## src/rtl/lab1_imul_arb_pkg.sv

```systemverilog
// lab1_imul_arb_pkg: shared FSM state and port-index types for the multiplier arbiter
package lab1_imul_arb_pkg;
    typedef enum logic [1:0] {IDLE, ISSUE, WAIT} state_t;
    typedef logic port_t;
endpackage

```

## src/rtl/lab1_imul_rr_arb2.sv

```systemverilog
// lab1_imul_rr_arb2: two-input round-robin grant
//   val   - request valids, bit N for port N
//   prio  - port that wins when both are valid
//   grant - one-hot grant (all zero when nothing is valid)
module lab1_imul_rr_arb2
    import lab1_imul_arb_pkg::*;
(
    input  logic [1:0] val,
    input  port_t      prio,
    output logic [1:0] grant
);
    always_comb grant = (&val) ? (prio ? 2'b10 : 2'b01) : val;
endmodule

```

## src/rtl/lab1_imul_mul_arbiter.sv

```systemverilog
// lab1_imul_mul_arbiter: shares one iterative multiplier between two requester ports
//   req0_*/req1_*   - val/rdy request ports, msg = {operand A, operand B}
//   resp0_*/resp1_* - val/rdy response ports carrying the 32-bit product
//   mul_req_*       - request port of the shared multiplier
//   mul_resp_*      - response port of the shared multiplier
//   done_cnt0/1     - per-port completed-transaction counters (wrap around)
module lab1_imul_mul_arbiter
    import lab1_imul_arb_pkg::*;
#(
    parameter int p_cnt_nbits = 16
) (
    input  logic                   clk,
    input  logic                   reset,
    input  logic                   req0_val,
    output logic                   req0_rdy,
    input  logic [63:0]            req0_msg,
    input  logic                   req1_val,
    output logic                   req1_rdy,
    input  logic [63:0]            req1_msg,
    output logic                   resp0_val,
    input  logic                   resp0_rdy,
    output logic [31:0]            resp0_msg,
    output logic                   resp1_val,
    input  logic                   resp1_rdy,
    output logic [31:0]            resp1_msg,
    output logic                   mul_req_val,
    input  logic                   mul_req_rdy,
    output logic [63:0]            mul_req_msg,
    input  logic                   mul_resp_val,
    output logic                   mul_resp_rdy,
    input  logic [31:0]            mul_resp_msg,
    output logic [p_cnt_nbits-1:0] done_cnt0,
    output logic [p_cnt_nbits-1:0] done_cnt1
);
    state_t                 state_q, state_d;
    port_t                  prio_q, prio_d;
    port_t                  owner_q, owner_d;
    logic [63:0]            buf_q, buf_d;
    logic [p_cnt_nbits-1:0] cnt0_q, cnt0_d, cnt1_q, cnt1_d;
    logic [1:0]             grant;
    logic                   owner_rdy;

    lab1_imul_rr_arb2 u_arb (
        .val   ({req1_val, req0_val}),
        .prio  (prio_q),
        .grant (grant)
    );

    // The response payload is a straight pass-through; only the valids are steered.
    assign resp0_msg   = mul_resp_msg;
    assign resp1_msg   = mul_resp_msg;
    assign mul_req_msg = buf_q;
    assign done_cnt0   = cnt0_q;
    assign done_cnt1   = cnt1_q;
    assign owner_rdy   = owner_q ? resp1_rdy : resp0_rdy;

    always_comb begin
        state_d      = state_q;
        prio_d       = prio_q;
        owner_d      = owner_q;
        buf_d        = buf_q;
        cnt0_d       = cnt0_q;
        cnt1_d       = cnt1_q;
        req0_rdy     = 1'b0;
        req1_rdy     = 1'b0;
        resp0_val    = 1'b0;
        resp1_val    = 1'b0;
        mul_req_val  = 1'b0;
        mul_resp_rdy = 1'b0;
        unique case (state_q)
            IDLE: begin
                req0_rdy = grant[0];
                req1_rdy = grant[1];
                if (|grant) begin
                    buf_d   = grant[1] ? req1_msg : req0_msg;
                    owner_d = grant[1];
                    state_d = ISSUE;
                end
            end
            ISSUE: begin
                mul_req_val = 1'b1;
                state_d     = mul_req_rdy ? WAIT : ISSUE;
            end
            WAIT: begin
                resp0_val    = !owner_q && mul_resp_val;
                resp1_val    = owner_q && mul_resp_val;
                mul_resp_rdy = owner_rdy;
                if (mul_resp_val && owner_rdy) begin
                    state_d = IDLE;
                    prio_d  = ~owner_q;
                    cnt0_d  = owner_q ? cnt0_q : cnt0_q + p_cnt_nbits'(1);
                    cnt1_d  = owner_q ? cnt1_q + p_cnt_nbits'(1) : cnt1_q;
                end
            end
            default: state_d = IDLE;
        endcase
        // State may still read ISSUE/WAIT during the reset cycle, so silence handshakes.
        if (reset) begin
            req0_rdy     = 1'b0;
            req1_rdy     = 1'b0;
            resp0_val    = 1'b0;
            resp1_val    = 1'b0;
            mul_req_val  = 1'b0;
            mul_resp_rdy = 1'b0;
        end
    end

    always_ff @(posedge clk) begin
        if (reset) begin
            state_q <= IDLE;
            prio_q  <= 1'b0;
            owner_q <= 1'b0;
            buf_q   <= '0;
            cnt0_q  <= '0;
            cnt1_q  <= '0;
        end else begin
            state_q <= state_d;
            prio_q  <= prio_d;
            owner_q <= owner_d;
            buf_q   <= buf_d;
            cnt0_q  <= cnt0_d;
            cnt1_q  <= cnt1_d;
        end
    end
endmodule

```

## config.mk

```make
export PLATFORM = sky130hd
export DESIGN_NAME = lab1_imul_mul_arbiter
export DESIGN_NICKNAME = d
export VERILOG_FILES = /design/src/rtl/lab1_imul_arb_pkg.sv /design/src/rtl/lab1_imul_rr_arb2.sv /design/src/rtl/lab1_imul_mul_arbiter.sv
export SDC_FILE = /design/constraint.sdc
export NUM_CORES = 1
export LEC_CHECK = 0
export BUFFER_PORTS_ARGS = -buffer_cell sky130_fd_sc_hd__buf_2
export CORE_AREA = 5 5 126 128
export CTS_CLUSTER_SIZE = 10
export DETAILED_ROUTE_END_ITERATION = 7
export DIE_AREA = 0 0 131 133
export GPL_TIMING_DRIVEN = 0
export PLACE_DENSITY = 0.74
export SYNTH_ARGS = -nofsm -noshare
export SYNTH_HDL_FRONTEND = slang
export SYNTH_HIERARCHICAL = 1
export SYNTH_SLANG_ARGS = --single-unit
```

## constraint.sdc

```tcl
create_clock -name clk -period 2.1 [get_ports clk]
set_input_delay 0.315 -clock clk [delete_from_list [all_inputs] [get_ports clk]]
set_output_delay 0.315 -clock clk [all_outputs]
set_load 0.005 [all_outputs]
```

==> out/metrics.yaml, run 1 <==
critical_path:
  crit_start: "state_q[1]$_SDFFE_PP0P_"
  cp_common_cell: "buf_2"
  worst_path_largest_cell_delay_ns: 0.30
  slowest_stage: "dfxtp_1"
  worstPathMaxFanout: 10
  reg2regPathDepth: 6
  path_depth: 5
  rr_endpoint: "mul_req_msg[51]$_SDFFE_PP0P_"
  end_kind: "output pin"
  cp.arrival_ns: 1.62
  path_delay_family: "buffers and inverters"
  path_buf_inv: 3
  worstSetupEndpoint: "resp0_val"
  required_ns: 1.78
  rrSetupSlack_ns: 0.26
  regToRegStartpoint: "prio_q$_SDFFE_PP0P_"
  crit_chain: "buf_2, nand3b_4, clkbuf_1, nor3_1, buf_2"
  start_kind: "register"
  crit_type: "register to output pin"
grt:
  grt_use_total: 0.176
  grt_pass1_vias: 4903
  overflow: 0
  grt_pass1_wl_um: 24400
  antenna_found_initial: 2
  grt_max_degree: 16
power:
  swShare: 0.267
  ir_drop_uv: 584
  fin_total_pwr_mw: 4.80
  power.internal_mw: 3.52
  power_switching_mw: 1.28
  leakage_nw: 3.40
  combPwrFrac: 0.212
  p_per_area_nw_per_um2: 679
  seqPwrFrac: 0.444
  clock_power_share: 0.344
sta:
  relSlewSlack: 0.561
  layout_setup_ws_ns: 0.167
  post-route-period-util: 0.921
  slew_violations: 0
  max_freq_ghz: 0.517
  grt_setup_unrepaired: "no"
  finalSetupTns_ns: 0
  hold_viol: 0
  worstMarginPinSlew_ns: 0.659
  setup_violations: 0
  finClkSkew_ns: 0.0144
  min_period_ns: 1.93
logic_synthesis:
  synth.yosys.seq_area_share: 0.400
  syn_area_um2: 5010
  synth_edf_count: 0
  synth_seq_cells: 100
  syn-num-nets: 726
  ys.flop_type: "dfxtp_1"
  synthCells: 556
  ys_types: 40
  yosysWarningCount: 6
  syn_area_per_cell_um2: 9.01
  async_flop_share: 0
clock_network:
  cts_setup_buffers: 0
  cts.path.max_buffers: 2
  cts_hold_buf: 0
  clockRootBuffer: "clkbuf_16"
  path_clk_slew_ns: 0.06
  clk-insertion-delay-late_ns: 0.35
  h-tree-depth: 3
  cts_tree: "done"
  clkSinkCount: 100
  cts_buffers: 9
final_layout:
  nets: 1035
  area_growth_pct: 41.0
  stdcell_count: 1059
  final_common_cell: "buf_2"
  utilization: 0.479
  most-common-layout-cells: "311 x buf_2, 100 x dfxtp_1, 88 x nor2_1"
  drive_gt1_frac: 0.462
die:
  fp-row-count: 45
  dieHeight_um: 133
  core_area_um2: 14800
  num_io_pins: 334
  start_util: 0.340
  chipWidth_um: 131
  die_area_um2: 17400
drt:
  drc_errors: 0
  ant_nets: 0
  routed_wl_um: 16000
  drt-initial-drc-count: 208
  num_vias: 4988
  firstDrtPassIters: 4
  wl_per_cell_um: 15.1
  vias_per_cell: 4.71
placement:
  dp_hpwl_um: 13000
  portBuffers: 300
  routabilityCongestion: 0.855
  pre_cts_slack_ns: -0.227
  place_inst: 1044
flow_run:
  drv_cap: 0
hold_path:
  hold_class: "input pin to register"
run_status:
  status: "complete, no violations"
## power groups by stage
stage	logic, mW	clock network [mW]	registers (mW)
floorplan	0.526	0	2.18
global placement	1.02	0	2.17
detailed placement	1.03	0	2.17
CTS	1.04	1.72	2.13
global route	1.13	1.79	2.15
finish	1.02	1.65	2.13
## state kept, by name, indices dropped and copies added (netlist names)
signal and cells:
state_q 2, prio_q 1, done_cnt0 16, done_cnt1 16
owner_q 1, mul_req_msg 64
## worst register-to-register path, delay by kind of cell (launching register included)
family          cells  cell delay, ns
compound gates      2            0.31
buf+inv             3            0.70
flops               1            0.35
mux                 1            0.36
## metrics by stage
step | hold slack, ns | cell area (um2)
2_1_floorplan | 0.467 | 5010
3_3_place_gp | 0.473 | 6750
3_5_place_dp | 0.478 | 6750
4_1_cts | 0.243 | 7070
5_1_grt | 0.273 | 7060
6_report | 0.277 | 7060
## routing by layer
layer  global-route usage  wire length (um)  up-vias  part of all wire
met5                    0                13        -           0.00081
met3               0.0622              1490       15             0.093
li1                     -                 -     2515                 -
met2                0.302              8040      186              0.50
met1                0.203              6220     2270              0.39
met4               0.0503               220        2             0.014
## Yosys cell counts, types with 2 or more instances
cell type / n / share of area
dfxtp_1: 100 / 0.40
nor2_1: 88 / 0.066
a211oi_1: 64 / 0.096
buf_4: 64 / 0.096
mux2i_1: 64 / 0.13
clkbuf_1: 19 / 0.014
a21oi_1: 16 / 0.016
buf_2: 14 / 0.014
xnor2_1: 14 / 0.024
nand3_1: 13 / 0.013
o21ai_0: 13 / 0.013
nor3_1: 10 / 0.010
nand2_1: 9 / 0.0067
inv_1: 8 / 0.0060
or3_1: 8 / 0.010
and4_1: 6 / 0.010
nand4_1: 4 / 0.0050
nor2b_1: 4 / 0.0050
nor4_1: 4 / 0.0050
xor2_1: 4 / 0.0070
and2_1: 3 / 0.0037
buf_1: 3 / 0.0022
a21boi_1: 2 / 0.0030
ha_1: 2 / 0.0050
mux2_2: 2 / 0.0045
nand2b_1: 2 / 0.0025
nor4b_1: 2 / 0.0035
or3_4: 2 / 0.0045
## final cells by class
cell class	instances	area [um2]
buffer	99	647
fill	1426	7690
tap	188	235
antenna	1	2.50
inverter	8	30.0
timing repair buffer	300	1500
clock inverter	4	48.8
clock buffer	12	246
multi-input combinational	347	2350
sequential	100	2000
## cells by family (layout without fill, tap and decap cells)
logic type                 Yosys count  after routing  share of synthesized area
muxes                               66             66                      0.132
buffers and inverters              109            423                      0.135
DFF                                100            100                      0.400
other                                0              1                          0
AOI/OAI and AO/OA                   98             98                      0.133
xor gates and xnor gates            18             18                     0.0315
adders and majority gates            2              2                    0.00499
and+or+nand+nor                    163            163                      0.165
## worst min path at each step
stage                                     from                         end  cells after the start
detailed placement  done_cnt0[15]$_SDFFE_PP0P_  done_cnt0[15]$_SDFFE_PP0P_                      2
finish                             mul_req_rdy     state_q[1]$_SDFFE_PP0P_                      3
global route                       mul_req_rdy     state_q[1]$_SDFFE_PP0P_                      3
global placement    done_cnt0[15]$_SDFFE_PP0P_  done_cnt0[15]$_SDFFE_PP0P_                      2
CTS                                mul_req_rdy     state_q[1]$_SDFFE_PP0P_                      3
floorplan                  prio_q$_SDFFE_PP0P_         prio_q$_SDFFE_PP0P_                      2
## what timing repair did
item                       in CTS  in global routing
setup endpoints to repair      63                  3
resized for setup               9                  0
pin swaps                       0                  0
Power figures use the tool's default switching activity.
==> run 2, diff against run 1 <==
==> constraint.sdc (replaced) <==
create_clock -name clk -period 2.2 [get_ports clk]
set_input_delay 0.33 -clock clk [delete_from_list [all_inputs] [get_ports clk]]
set_output_delay 0.33 -clock clk [all_outputs]
set_load 0.005 [all_outputs]
==> out/metrics.yaml, run 2 (synthesis results as in run 1) <==
run_status:
  status: "complete, no violations"
clock_network:
  cts_setup_buffers: 0
  clockRootBuffer: "clkbuf_16"
  clk-insertion-delay-late_ns: 0.35
  cts.path.max_buffers: 2
  cts_buffers: 9
  cts_tree: "done"
  clkSinkCount: 100
  path_clk_slew_ns: 0.06
  h-tree-depth: 3
sta:
  max_freq_ghz: 0.489
  slew_violations: 0
  finClkSkew_ns: 0.0104
  relSlewSlack: 0.561
  worstMarginPinSlew_ns: 0.659
  post-route-period-util: 0.929
  setup_violations: 0
  holdWs_ns: 0.288
  layout_setup_ws_ns: 0.156
  min_period_ns: 2.04
  hold_viol: 0
  grt_setup_unrepaired: "no"
  finalSetupTns_ns: 0
final_layout:
  utilization: 0.478
  largest_reg_flops: 64
  final_common_cell: "buf_2"
  area_growth_pct: 40.8
  post-route-cell-area_um2: 7060
  drive_gt1_frac: 0.464
  stdcell_count: 1060
  most-common-layout-cells: "312 x buf_2, 100 x dfxtp_1, 88 x nor2_1"
  seq_area_um2: 2000
  nets: 1036
  n_fill_cell: 1430
  multi_input_area_um2: 2340
grt:
  overflow: 0
  grt_use_total: 0.175
  grt_pass1_wl_um: 24400
  antenna_found_initial: 2
  grt_max_degree: 20
  grt_pass1_vias: 4889
drt:
  met3_length_um: 1530
  num_vias: 5032
  ant_nets: 0
  drt-met1-wl_um: 6200
  drc_errors: 0
  routed_wl_um: 16000
  vias_per_cell: 4.75
  wl_met2_um: 8040
  firstDrtPassIters: 4
  drt-initial-drc-count: 190
  wl_per_cell_um: 15.1
  top_layer_used: "met5"
placement:
  routabilityCongestion: 0.855
  placed_area_um2: 6750
  pre_cts_slack_ns: -0.142
  dp_hpwl_um: 13000
  place_inst: 1044
  portBuffers: 300
critical_path:
  worstPathMaxFanout: 10
  required_ns: 1.87
  end_kind: "output pin"
  cp.arrival_ns: 1.71
  crit_type: "input pin to output pin"
  start_kind: "input pin"
die:
  dieHeight_um: 133
  fp-row-count: 45
  core_area_um2: 14800
  start_util: 0.340
  chipWidth_um: 131
  num_io_pins: 334
  die_area_um2: 17400
power:
  p_per_area_nw_per_um2: 650
  fin_total_pwr_mw: 4.58
  leakage_nw: 3.40
  ir_drop_uv: 559
flow_run:
  drv_cap: 0
hold_path:
  hold_class: "input pin to register"
[run 2: report_power, final]
part	total (mW)	switching, mW	internal [mW]
sequential	2.03	0.0755	1.96
combinational	0.973	0.487	0.486
clock	1.58	0.665	0.912
total	4.58	1.23	3.36
[run 2: routing by layer]
layer,track usage,vias to the layer above
li1,-,2518
met1,0.201,2291
met2,0.303,202
met3,0.0622,19
met4,0.0503,2
met5,0,-
[run 2: critical path, stage by stage]
cell and delay [ns]:
clkbuf_1 0.24, clkbuf_2 0.36, clkbuf_1 0.48, nor3_1 0.14, buf_2 0.16
[run 2: cell type report]
| class | instances | share of cell area |
|---|---|---|
| multi-input cells | 347 | 0.332 |
| flip-flops and latches | 100 | 0.284 |
| repair buffers | 300 | 0.213 |
| plain buffers | 100 | 0.0917 |
| clock buffers | 12 | 0.0349 |
| well taps | 188 | 0.0333 |
| clock inverters | 4 | 0.00691 |
| inverters | 8 | 0.00426 |
| diodes | 1 | 0.000355 |
[run 2: timing repair]
action	CTS	global route
endpoints found under the setup margin	12	63
endpoints found under the hold margin	0	0
hold buffers	0	0
resized for setup	3	6
[run 2: worst paths after layout]
check | startpoint | to | slack [ns] | depth (start not counted)
min reg2reg | done_cnt0[15]$_SDFFE_PP0P_ | done_cnt0[15]$_SDFFE_PP0P_ | 0.49 | 2
max reg2reg | prio_q$_SDFFE_PP0P_ | mul_req_msg[51]$_SDFFE_PP0P_ | 0.24 | 6
min | mul_req_rdy | state_q[1]$_SDFFE_PP0P_ | 0.29 | 3
max | reset | mul_req_val | 0.16 | 5
==> run 3, diff against run 2 <==
--- a/config.mk
+++ b/config.mk
@@ -12,6 +12,7 @@
 export DIE_AREA = 0 0 131 133
 export GPL_TIMING_DRIVEN = 0
 export PLACE_DENSITY = 0.74
+export REMOVE_ABC_BUFFERS = 1
 export SYNTH_ARGS = -nofsm -noshare
 export SYNTH_HDL_FRONTEND = slang
 export SYNTH_HIERARCHICAL = 1
==> out/metrics.yaml, run 3 (synthesis results as in run 1) <==
final_layout:
  seq_area_um2: 2000
  most-common-layout-cells: "236 x buf_2, 100 x dfxtp_1, 88 x nor2_1"
  nets: 889
  final_common_cell: "buf_2"
  n_fill_cell: 1458
  largest_reg_flops: 64
  multi_input_area_um2: 2360
  area_growth_pct: 27.3
  n_antenna_cell: 0
  drive_gt1_frac: 0.381
grt:
  grt_pass1_wl_um: 23800
  antenna_found_initial: 0
  grt_max_degree: 57
  grt_use_total: 0.182
  grt_util_met1: 0.220
  grt_pass1_vias: 4248
  grt-busiest-layer: "met2"
  grtUsageMet2: 0.254
  overflow: 0
  gr-usage-met3: 0.139
sta:
  relSlewSlack: 0.622
  finalSetupTns_ns: 0
  worstMarginPinSlew_ns: 0.568
  hold_viol: 0
  finClkSkew_ns: 0.00627
  slew_violations: 0
  max_freq_ghz: 0.525
  grt_setup_unrepaired: "no"
  min_period_ns: 1.91
  setup_violations: 0
  post-route-period-util: 0.866
die:
  chipWidth_um: 131
  start_util: 0.340
  core_area_um2: 14800
  dieHeight_um: 133
  die_area_um2: 17400
  fp-row-count: 45
  num_io_pins: 334
drt:
  ant_nets: 0
  wl_per_cell_um: 17.9
  num_vias: 4429
  drc_errors: 0
  routed_wl_um: 16300
  vias_per_cell: 4.86
  firstDrtPassIters: 4
  drt-initial-drc-count: 148
placement:
  portBuffers: 237
  routabilityCongestion: 0.814
  dp_hpwl_um: 13300
critical_path:
  regToRegStartpoint: "state_q[1]$_SDFFE_PP0P_"
  rrSetupSlack_ns: 0.32
  reg2regPathDepth: 4
  path_delay_family: "simple AND/OR/NAND/NOR gates"
  required_ns: 1.87
  start_kind: "register"
  worstSetupEndpoint: "mul_resp_rdy"
  rr_endpoint: "done_cnt0[11]$_SDFFE_PP0P_"
  crit_type: "register to output pin"
  worst_path_largest_cell_delay_ns: 0.40
  worstPathMaxFanout: 9
  slowest_stage: "nor4b_1"
  path_buf_inv: 1
  path_depth: 4
  crit_start: "owner_q$_SDFFE_PP0P_"
  cp.arrival_ns: 1.58
  crit_chain: "nor2b_1, a21oi_1, nor4b_1, buf_2"
  end_kind: "output pin"
clock_network:
  path_clk_slew_ns: 0.07
  clockRootBuffer: "clkbuf_16"
  clk-insertion-delay-late_ns: 0.35
  cts.path.max_buffers: 2
  cts_hold_buf: 0
  cts_buffers: 9
  clkSinkCount: 100
  h-tree-depth: 3
  cts_tree: "done"
power:
  ir_drop_uv: 558
  clock_power_share: 0.388
  leakage_nw: 2.88
  fin_total_pwr_mw: 4.68
  power_switching_mw: 1.19
  seqPwrFrac: 0.436
  p_per_area_nw_per_um2: 733
  combPwrFrac: 0.176
  power.internal_mw: 3.49
  swShare: 0.254
hold_path:
  hold_class: "input pin to register"
flow_run:
  drv_cap: 0
run_status:
  status: "complete, no violations"
[run 3: cell types whose count changed in the layout (fill, tap and decap cells not counted), moves of 2 or more]
cell / delta
buf_4: -59
clkbuf_2: -4
bufinv_16: +2
clkbuf_1: -16
buf_6: +4
buf_16: +3
buf_8: +2
buf_1: -3
buf_2: -76
[run 3: worst min-delay path by stage]
| stage | from | end | slack [ns] | depth (start not counted) |
|---|---|---|---|---|
| final | mul_req_rdy | state_q[0]$_SDFFE_PP0P_ | 0.26 | 3 |
| after global routing | mul_req_rdy | state_q[1]$_SDFFE_PP0P_ | 0.27 | 3 |
| after CTS | mul_req_rdy | state_q[0]$_SDFFE_PP0P_ | 0.24 | 3 |
| after detailed placement | done_cnt0[15]$_SDFFE_PP0P_ | done_cnt0[15]$_SDFFE_PP0P_ | 0.48 | 2 |
| after global placement | done_cnt0[15]$_SDFFE_PP0P_ | done_cnt0[15]$_SDFFE_PP0P_ | 0.47 | 2 |
| after floorplan | reset | done_cnt0[11]$_SDFFE_PP0P_ | 0.40 | 1 |
[run 3: final cells by class]
| class | instances | area share |
|---|---|---|
| multi-input cells | 347 | 0.369 |
| clock inverters | 6 | 0.0175 |
| flip-flops and latches | 100 | 0.314 |
| repair buffers | 253 | 0.222 |
| inverters | 8 | 0.00471 |
| well taps | 188 | 0.0369 |
| clock buffers | 10 | 0.0359 |
[run 3: repair_timing]
action                                  CTS  global route
gates resized for setup                   1             0
endpoints found under the setup margin   65             0
setup buffers                             4             0
[run 3: tightest hold or removal path: stages]
cell	delay, ns
buf_2	0.09
a211o_1	0.11
a21oi_1	0.03
[run 3: power groups by stage]
stage	logic, mW	registers [mW]	clock network [mW]
floorplan	0.435	2.09	0
global placement	0.867	2.07	0
detailed placement	0.825	2.08	0
CTS	0.838	2.04	1.88
global route	0.918	2.06	1.95
finish	0.823	2.04	1.82
[run 3: per-stage QoR]
stage	utilization	instances	instance area, um2	setup WS, ns	hold slack, ns
floorplan	-	455	4370	-9.99	0.399
global placement	0.392	880	5790	-14.53	0.466
detailed placement	0.407	892	6000	-0.757	0.484
CTS	0.432	912	6380	0.297	0.240
global route	0.432	912	6380	0.168	0.273
finish	0.432	912	6380	0.294	0.260
[run 3: layer usage]
| metal | wire (um) | up-vias |
|---|---|---|
| met2 | 6860 | 219 |
| met3 | 2550 | 8 |
| met1 | 6680 | 1975 |
| li1 | - | 2225 |
| met5 | 84 | - |
| met4 | 123 | 2 |
